### src/rtl/bin2gray_counter.sv
// Up/down binary counter with a registered Gray-code view, step/wrap/saturation
// flags and a sticky monitor that flags any step whose Gray code moved by != 1 bit.
module bin2gray_counter #(
  parameter int WIDTH    = 4,
  parameter bit SATURATE = 1'b0
) (
  input  logic             clk,
  input  logic             reset,
  input  logic             en,
  input  logic             up,
  input  logic             load,
  input  logic [WIDTH-1:0] load_bin,
  output logic [WIDTH-1:0] bin_out,
  output logic [WIDTH-1:0] gray_out,
  output logic             stepped,
  output logic             wrap,
  output logic             sat,
  output logic             chg_err
);

  localparam logic [WIDTH-1:0] MAX = {WIDTH{1'b1}};
  localparam logic [WIDTH-1:0] ONE = {{(WIDTH-1){1'b0}}, 1'b1};

  function automatic logic [WIDTH-1:0] to_gray(input logic [WIDTH-1:0] b);
    return b ^ (b >> 1);
  endfunction

  // True when a step in the given direction would leave the code range.
  function automatic logic at_end(input logic [WIDTH-1:0] b, input logic dir_up);
    return dir_up ? (b == MAX) : (b == '0);
  endfunction

  function automatic logic single_bit(input logic [WIDTH-1:0] d);
    return (d != '0) && ((d & (d - ONE)) == '0);
  endfunction

  logic [WIDTH-1:0] bin_p0, gray_p0;
  logic             stepped_p0, wrap_p0, sat_p0;
  logic [WIDTH-1:0] bin_p1, gray_p1;
  logic             stepped_p1, wrap_p1, sat_p1, chg_err_p1;

  // Stage p0: next-state selection (load > en > hold) and Gray encode.
  always_comb begin
    bin_p0     = bin_p1;
    stepped_p0 = 1'b0;
    wrap_p0    = 1'b0;
    sat_p0     = sat_p1;
    if (load) begin
      bin_p0 = load_bin;
      sat_p0 = 1'b0;
    end else if (en) begin
      if (SATURATE && at_end(bin_p1, up)) begin
        sat_p0 = 1'b1;
      end else begin
        bin_p0     = up ? (bin_p1 + ONE) : (bin_p1 - ONE);
        stepped_p0 = 1'b1;
        wrap_p0    = at_end(bin_p1, up);
        sat_p0     = 1'b0;
      end
    end
    gray_p0 = to_gray(bin_p0);
  end

  // Stage p1: output registers; the monitor compares old and new Gray on steps.
  always_ff @(posedge clk) begin
    if (reset) begin
      bin_p1     <= '0;
      gray_p1    <= '0;
      stepped_p1 <= 1'b0;
      wrap_p1    <= 1'b0;
      sat_p1     <= 1'b0;
      chg_err_p1 <= 1'b0;
    end else begin
      bin_p1     <= bin_p0;
      gray_p1    <= gray_p0;
      stepped_p1 <= stepped_p0;
      wrap_p1    <= wrap_p0;
      sat_p1     <= sat_p0;
      if (stepped_p0 && !single_bit(gray_p1 ^ gray_p0))
        chg_err_p1 <= 1'b1;
    end
  end

  assign bin_out  = bin_p1;
  assign gray_out = gray_p1;
  assign stepped  = stepped_p1;
  assign wrap     = wrap_p1;
  assign sat      = sat_p1;
  assign chg_err  = chg_err_p1;

endmodule

### config.mk
export PLATFORM = sky130hd
export DESIGN_NAME = bin2gray_counter
export DESIGN_NICKNAME = d
export VERILOG_FILES = /design/src/rtl/bin2gray_counter.sv
export SDC_FILE = /design/constraint.sdc
export NUM_CORES = 1
export LEC_CHECK = 0
export CORE_MARGIN = 2
export CORE_UTILIZATION = 45
export CTS_CLUSTER_SIZE = 14
export DETAILED_ROUTE_END_ITERATION = 7
export DONT_BUFFER_PORTS = 1
export SLEW_MARGIN = 15
export SYNTH_ARGS = -nofsm -noshare
export SYNTH_HDL_FRONTEND = slang
export SYNTH_SLANG_ARGS = --single-unit
### constraint.sdc
create_clock -name clk -period 2.5 [get_ports clk]
set_input_delay 0.75 -clock clk [delete_from_list [all_inputs] [get_ports clk]]
set_output_delay 0.75 -clock clk [all_outputs]
set_load 0.01 [all_outputs]
Word-level counts from Yosys, hierarchy flattened
Index checks and enable logic that the tools add are counted.
- output and inout port bits: 12
- bits in registers: 11
- muxes and demuxes: 6
- bitwise gates (word level): 4
- reductions and logical operators: 7
- equal/unequal tests: 1
- $add $sub $neg: 3
- operators with widths (cell ; number):
    4-bit two-way mux ; 3
    4-bit zero test ; 2
    4-bit by 1-bit subtractor with 4-bit output (second input constant) ; 2
    4-bit by 1-bit adder with 4-bit output (second input constant) ; 1
    4-bit bitwise AND ; 1
    4-bit equality test (second input constant) ; 1
    4-bit nonzero test ; 1
    4-bit by 3-bit bitwise XOR with 4-bit output ; 1
    4-bit bitwise XOR ; 1
    1-bit two-way mux ; 3
    3-bit OR reduction ; 1
    1-bit logical AND ; 2
    1-bit zero test ; 1
    1-bit inverter ; 1

Logic depth before layout (Yosys ltp)
- depth after elaboration: 12
- mapped depth: 9
- depth with buffers taken out: 9

Worst setup path before layout
No wires, ideal clock.
- path kind: input port to flip-flop
- start: input port up
- end: register chg_err_p1 (netlist: chg_err)
- required time: 2.373 ns
- cell stages on the path: 9
- setup time: 0.127 ns
- data arrival time: 2.549 ns
- setup slack: -0.176 ns
- path buffers: 0
- cells stage by stage: inv_1 > fa_1 > xnor2_1 > nor3_1 > nor4_2 > mux2_4 > nor2b_1 > a211o_1 > o211ai_2
- longest elaborated chain between the ends: 11
- elaborated cells between the ends (all ways): 12
- those cells by class: add/sub: 1; mux: 3; bitwise: 3; reduce/logical: 5
- RTL lines (what ; line ; text):
    start, declared ; 10 ; input logic up,
    4-bit two-way mux (*) ; 55 ; bin_p0 = up ? (bin_p1 + ONE) : (bin_p1 - ONE);
    4-bit two-way mux (*) ; 51 ; end else if (en) begin
    4-bit two-way mux (*) ; 48 ; if (load) begin
    4-bit by 3-bit bitwise XOR with 4-bit output (*) ; 25 ; return b ^ (b >> 1);
    4-bit bitwise XOR (*) ; 79 ; if (stepped_p0 && !single_bit(gray_p1 ^ gray_p0))
    4-bit by 1-bit subtractor with 4-bit output ; 34 ; return (d != '0) && ((d & (d - ONE)) == '0);
    4-bit bitwise AND ; 34 ;
    4-bit zero test ; 34 ;
    1-bit logical AND (*) ; 34 ;
    1-bit zero test (*) ; 79 ;
    1-bit logical AND (*) ; 79 ;
    end signal, assigned ; 72 ; chg_err_p1 <= 1'b0;
    end signal, assigned ; 80 ; chg_err_p1 <= 1'b1;
    end, declared ; 40 ; logic stepped_p1, wrap_p1, sat_p1, chg_err_p1;
Mark *: on every way between the ends. The rest lies on a longest branch, timed or not.
A chain may end at the register's enable or synchronous reset.

Worst setup path in the final report
Ends and elaborated chain as after synthesis.

==> run metrics <==
outcome finished clean; PwrDens 609 nW/um^2; Seq cells post-synth 10; mean number of vias per cell 5.55; Mean Syn Cell Area 8.22 um^2; final setup margin 0.132 ns; Starting Density 48.5%; Placed Instances 107; initial antenna violation count 0; first-pass GRT wire length 2510 um; critical path required time 2.65 ns; HPWL after detailed placement 1170 um; synthesis-to-layout area growth 10.5%; ranking of synthesized cells by area dfxtp_1, nor2_1, xnor2_1; CTS tree built; Yosys warning total 0; max cap viols 0; post-layout util 53.6%; critical path class in -> reg; VDD IR-drop max 400 uV; CP max FO 4; Post-route DRC 0; vias after detailed routing 616; library cells used by synthesis 40; worst skew pair latency 0.26 ns; chip width 44.5 um; top cell type by total area after synthesis dfxtp_1; GP Congestion 0.713; Core ar. 1520 um^2; CP endpoint kind register; static leakage 0.348 nW; Post-synth EDFFs 0; Overall Power 0.498 mW; Hold Vio Cnt, Final 0; Non-Filler Instances 111; vias in the first global route 573; fmax 422 MHz; Reg clk slew, reported paths 0.07 ns; Nets 108; clk root buf clkbuf_4; Hold-fix buffers, CTS 0; pre-CTS setup slack -0.153 ns; Seq/Total Area, Yosys 27.1%; proportion of layout cells with a drive suffix above 1 20.0%; clk_skew 0.00182 ns; gr ovfl total 0; ant diodes 0; routed len/inst 13.0 um; Top FF cell, synth dfxtp_1; Arr. time, crit path 2.51 ns; Slew Viols, Final 0; CTS Buffer Depth 2; GRT Util Overall 17.3%; io pins 21; Async SR Flop Fraction 0%; post-route ant nets 0; die area 1980 um^2; Synth top area share 27.1%; WHS 0.549 ns; CTS Sinks 10; largest net degree at the start of global routing 18; RSZ-0062 raised after global routing false; Cells after Synth 90; # setup viols final 0; post-synth net total 102; Vert. Die Dim 44.5 um; DRT iter0 DRCs 14; Period minus WS final 2.37 ns; total CTS buffers 3; Fill cells 140; Synth Cell Area 739 um^2; CTS H-Tree Depth 1; WL final 1450 um; # port buffers 0; Final Cycle Share 94.7%; FP Rows 14; CP Launch Type input pin; DR pass1 iterations 4; Hold Crit Class in -> reg
cell type report:
class                      count  area, um^2  share of cell area [%]
multi-input combinational     70         485                    59.4
sequential                    10         200                    24.5
timing repair buffer           8        60.1                    7.35
clock buffer                   4        36.3                    4.44
tap                           16        20.0                    2.45
inverter                       3        15.0                    1.84
cells by family (layout without fill, tap and decap cells):
group / count (synthesis) / count (layout) / synth area share [%]
other cells: 1 / 1 / 0.507
flops: 10 / 10 / 27.1
buf+inv: 10 / 15 / 8.63
fa+ha+maj: 3 / 3 / 6.09
mux: 2 / 2 / 3.38
simple gates: 37 / 37 / 26.6
xor+xnor: 6 / 6 / 7.11
compound gates: 21 / 21 / 20.6
state kept, by name, indices dropped and copies added (netlist names):
signal    cells
stepped       1
wrap          1
chg_err       1
bin_out       4
gray_out      3
critical path, stage by stage:
cell and delay [ns]:
clkinvlp_4 0.06, fa_2 0.42, mux2i_1 0.20, o21ai_1 0.12, or3_1 0.37, mux2_4 0.28
nor2b_1 0.11, a211o_1 0.11, o211ai_2 0.08
metal layers:
| metal | wire length [um] | part of all wire (%) | global-route usage, % |
|---|---|---|---|
| met1 | 690 | 48 | 21.8 |
| met2 | 628 | 43 | 27.8 |
| met3 | 118 | 8.2 | 5.71 |
| met4 | 9 | 0.62 | 5.45 |
| met5 | 0 | 0 | 0 |
cells in the final DEF, fill, tap and decap left out, drive strengths merged, types with 2 or more instances in the layout:
cell type   n
buf         8
a21oi       3
and3        3
clkbuf      4
nand2       3
nor2b       3
nor3        3
inv         2
xnor2       5
or3         2
ha          2
dfxtp      10
o21a        3
a211oi      2
nand3       3
o21ai       3
nor2       13
o211ai      2
power breakdown:
group	leakage [nW]	switching (mW)	total, mW	internal, mW
combinational	0.244	0.0736	0.155	0.0811
sequential	0.0828	0.0234	0.200	0.176
clock	0.0210	0.0553	0.144	0.0884
final timing paths:
kind,from,end,slack [ns],cells after the start
worst max-delay path,up,chg_err$_SDFFE_PP0P_,0.13,9
worst min-delay path,reset,gray_out[2]$_SDFF_PP0_,0.55,1
worst max register to register,bin_out[0]$_SDFF_PP0_,chg_err$_SDFFE_PP0P_,0.29,8
worst min register to register,chg_err$_SDFFE_PP0P_,chg_err$_SDFFE_PP0P_,0.65,3
timing repair:
| action | CTS | global route |
|---|---|---|
| resized for setup | 0 | 1 |
| endpoints found under the setup margin | 0 | 1 |
| endpoints found under the hold margin | 0 | 0 |
| buffers inserted | 0 | 0 |
cells in the mapped netlist (2+ instances only):
cell type and n:
nand2_1 3, nor2_1 13, a211oi_1 2, ha_1 2, nand3_1 3, and3_1 3, or3_1 2, nor3_1 3
clkbuf_1 2, inv_1 3, o21ai_0 3, o21a_1 3, dfxtp_1 10, buf_4 3, buf_6 2, xnor2_1 5
a21oi_1 3, nor2b_1 3
through the flow:
stage	setup TNS, ns	cell area [um^2]
after floorplan	-0.102	746
after global placement	-0.129	773
after detailed placement	-0.153	773
after CTS	0	810
after global routing	0	817
final	0	817
Note: power is estimated with default switching activity, not from simulation.
==> variant (config.mk and constraints unchanged) <==
Remove the register `wrap_p1`: a continuous assignment takes its place, so the output `wrap` follows one clock earlier.
--- a/src/rtl/bin2gray_counter.sv
+++ b/src/rtl/bin2gray_counter.sv
@@ -67,19 +67,19 @@
       bin_p1     <= '0;
       gray_p1    <= '0;
       stepped_p1 <= 1'b0;
-      wrap_p1    <= 1'b0;
       sat_p1     <= 1'b0;
       chg_err_p1 <= 1'b0;
     end else begin
       bin_p1     <= bin_p0;
       gray_p1    <= gray_p0;
       stepped_p1 <= stepped_p0;
-      wrap_p1    <= wrap_p0;
       sat_p1     <= sat_p0;
       if (stepped_p0 && !single_bit(gray_p1 ^ gray_p0))
         chg_err_p1 <= 1'b1;
     end
   end
+
+  assign wrap_p1 = wrap_p0;
 
   assign bin_out  = bin_p1;
   assign gray_out = gray_p1;
Behaviour: not the same (a bounded check fails within 4 cycles, from zero or initial values and one cycle with reset high).
==> variant against the original RTL <==
  * Power up 0.16%
  * Synthesized area shrank 1.5%
  * Clock power fell by 21%
  * Global-route usage increased by 0.95 points
  * Wire length rose by 4.0%
  * Setup slack lost 37 ps
  * Design area is 3.5% higher
  * Fmax shrank 1.5%
  * Die area down 1.4%
  * Sequential cell count shrank 1
==> variant: results (changes against the original RTL) <==
* Total iterations of the first detailed-routing run at 2 (was 4)
* Avg Vias per Cell at 5.642 (was 5.550)
* Syn_nets at 95 (was 102)
* Status: complete, no violations (unchanged)
* Vias in the first global route at 609 (was 573)
* Netlist cell types at 38 (was 40)
* Clock Skew at 5.049 ps (was 1.824 ps)
* Share of cells above drive strength 1 at 27.96% (was 20.00%)
* Dpl ws at -239.3 ps (was -152.7 ps)
* Initial Util at 48.34% (was 48.52%)
* Synth Area in XOR/XNOR at 12.71% (was 7.107%)
* Synth cell count leaders: 11 x nor2_1, 9 x dfxtp_1, 5 x xor2_1 (was 13 x nor2_1, 10 x dfxtp_1, 5 x xnor2_1)
* First-pass GRT wire length at 2.546 mm (was 2.511 mm)
* NetSw at 0.1643 mW (was 0.1523 mW)
* Hold crit path type: reg2reg (was in2reg)
* Pin count of the biggest net entering global routing at 14 (was 18)
* Leakage Power at 0.3598 nW (was 0.3476 nW)
* Area contributors post-synth: dfxtp_1 25%, xor2_1 6.0%, nor2_1 5.7% (was dfxtp_1 27%, nor2_1 6.6%, xnor2_1 5.9%)
* Critical path arrival at 2570 ps (was 2510 ps)
* DP Wirelength at 1.212 mm (was 1.167 mm)
* Worst-path maximum fanout at 6 (was 4)
* Worst R2R Setup Slack at 270 ps (was 290 ps)
* Fin nets at 106 (was 108)
* Total wire length at 1.505 mm (was 1.447 mm)
* Iter 0 DRT Violations at 4 (was 14)
* Final min period at 2405 ps (was 2368 ps)
* Post-Synth Adder-Cell Area at 6.186% (was 6.091%)
* Synth Area in Compound Gates at 14.95% (was 20.64%)
==> variant: critical path: stages <==
cell and delay (ps):
clkinvlp_4 100, fa_2 380, xnor2_1 140, a211o_1 320
and3_4 190, or2_4 230, mux2i_1 120, a211oi_1 90
a221oi_1 240
==> variant: cells by family after synthesis <==
kind of cell | after synthesis
AOI/OAI and AO/OA | 14
xor gates and xnor gates | 9
adders and majority gates | 3
buffers and inverters | 9
DFF | 9
muxes | 5
other | 1
and+or+nand+nor | 33
==> variant: layer usage <==
metal / up-vias / wire [um] / global-route usage (%)
li1: 306 / - / -
met1: 286 / 654 / 20.96
met2: 18 / 714 / 30.59
met3: 5 / 87 / 2.041
met4: 0 / 48 / 14.55
met5: - / 0 / 0
==> variant: worst min-delay path by stage <==
stage | startpoint | cells past startpoint | endpoint | slack (ps)
CTS | chg_err | 2 | chg_err | 540
floorplan | chg_err | 2 | chg_err | 500
finish | chg_err | 2 | chg_err | 530
global route | reset | 1 | stepped | 540
detailed placement | chg_err | 2 | chg_err | 530
global placement | chg_err | 2 | chg_err | 510
==> variant: area by class of cell <==
class	count	area [um2]
Multi-Input combinational cell	65	518.0
Inverter	4	18.77
Tap cell	16	20.02
Sequential cell	9	180.2
Clock buffer	4	26.28
Timing Repair Buffer	11	82.58
Fill cell	155	660.6
==> variant: metrics by stage <==
step | total power, mW | TNS [ps] | util (%) | instance area, um2 | std cells
floorplan | 0.3438 | -110.4 | - | 755.7 | 83
global placement | 0.3814 | -179.0 | 53.74 | 809.5 | 104
detailed placement | 0.3853 | -239.3 | 53.74 | 809.5 | 104
CTS | 0.5018 | 0 | 55.48 | 835.8 | 108
global route | 0.5321 | -72.78 | 56.15 | 845.8 | 109
finish | 0.4987 | 0 | 56.15 | 845.8 | 109
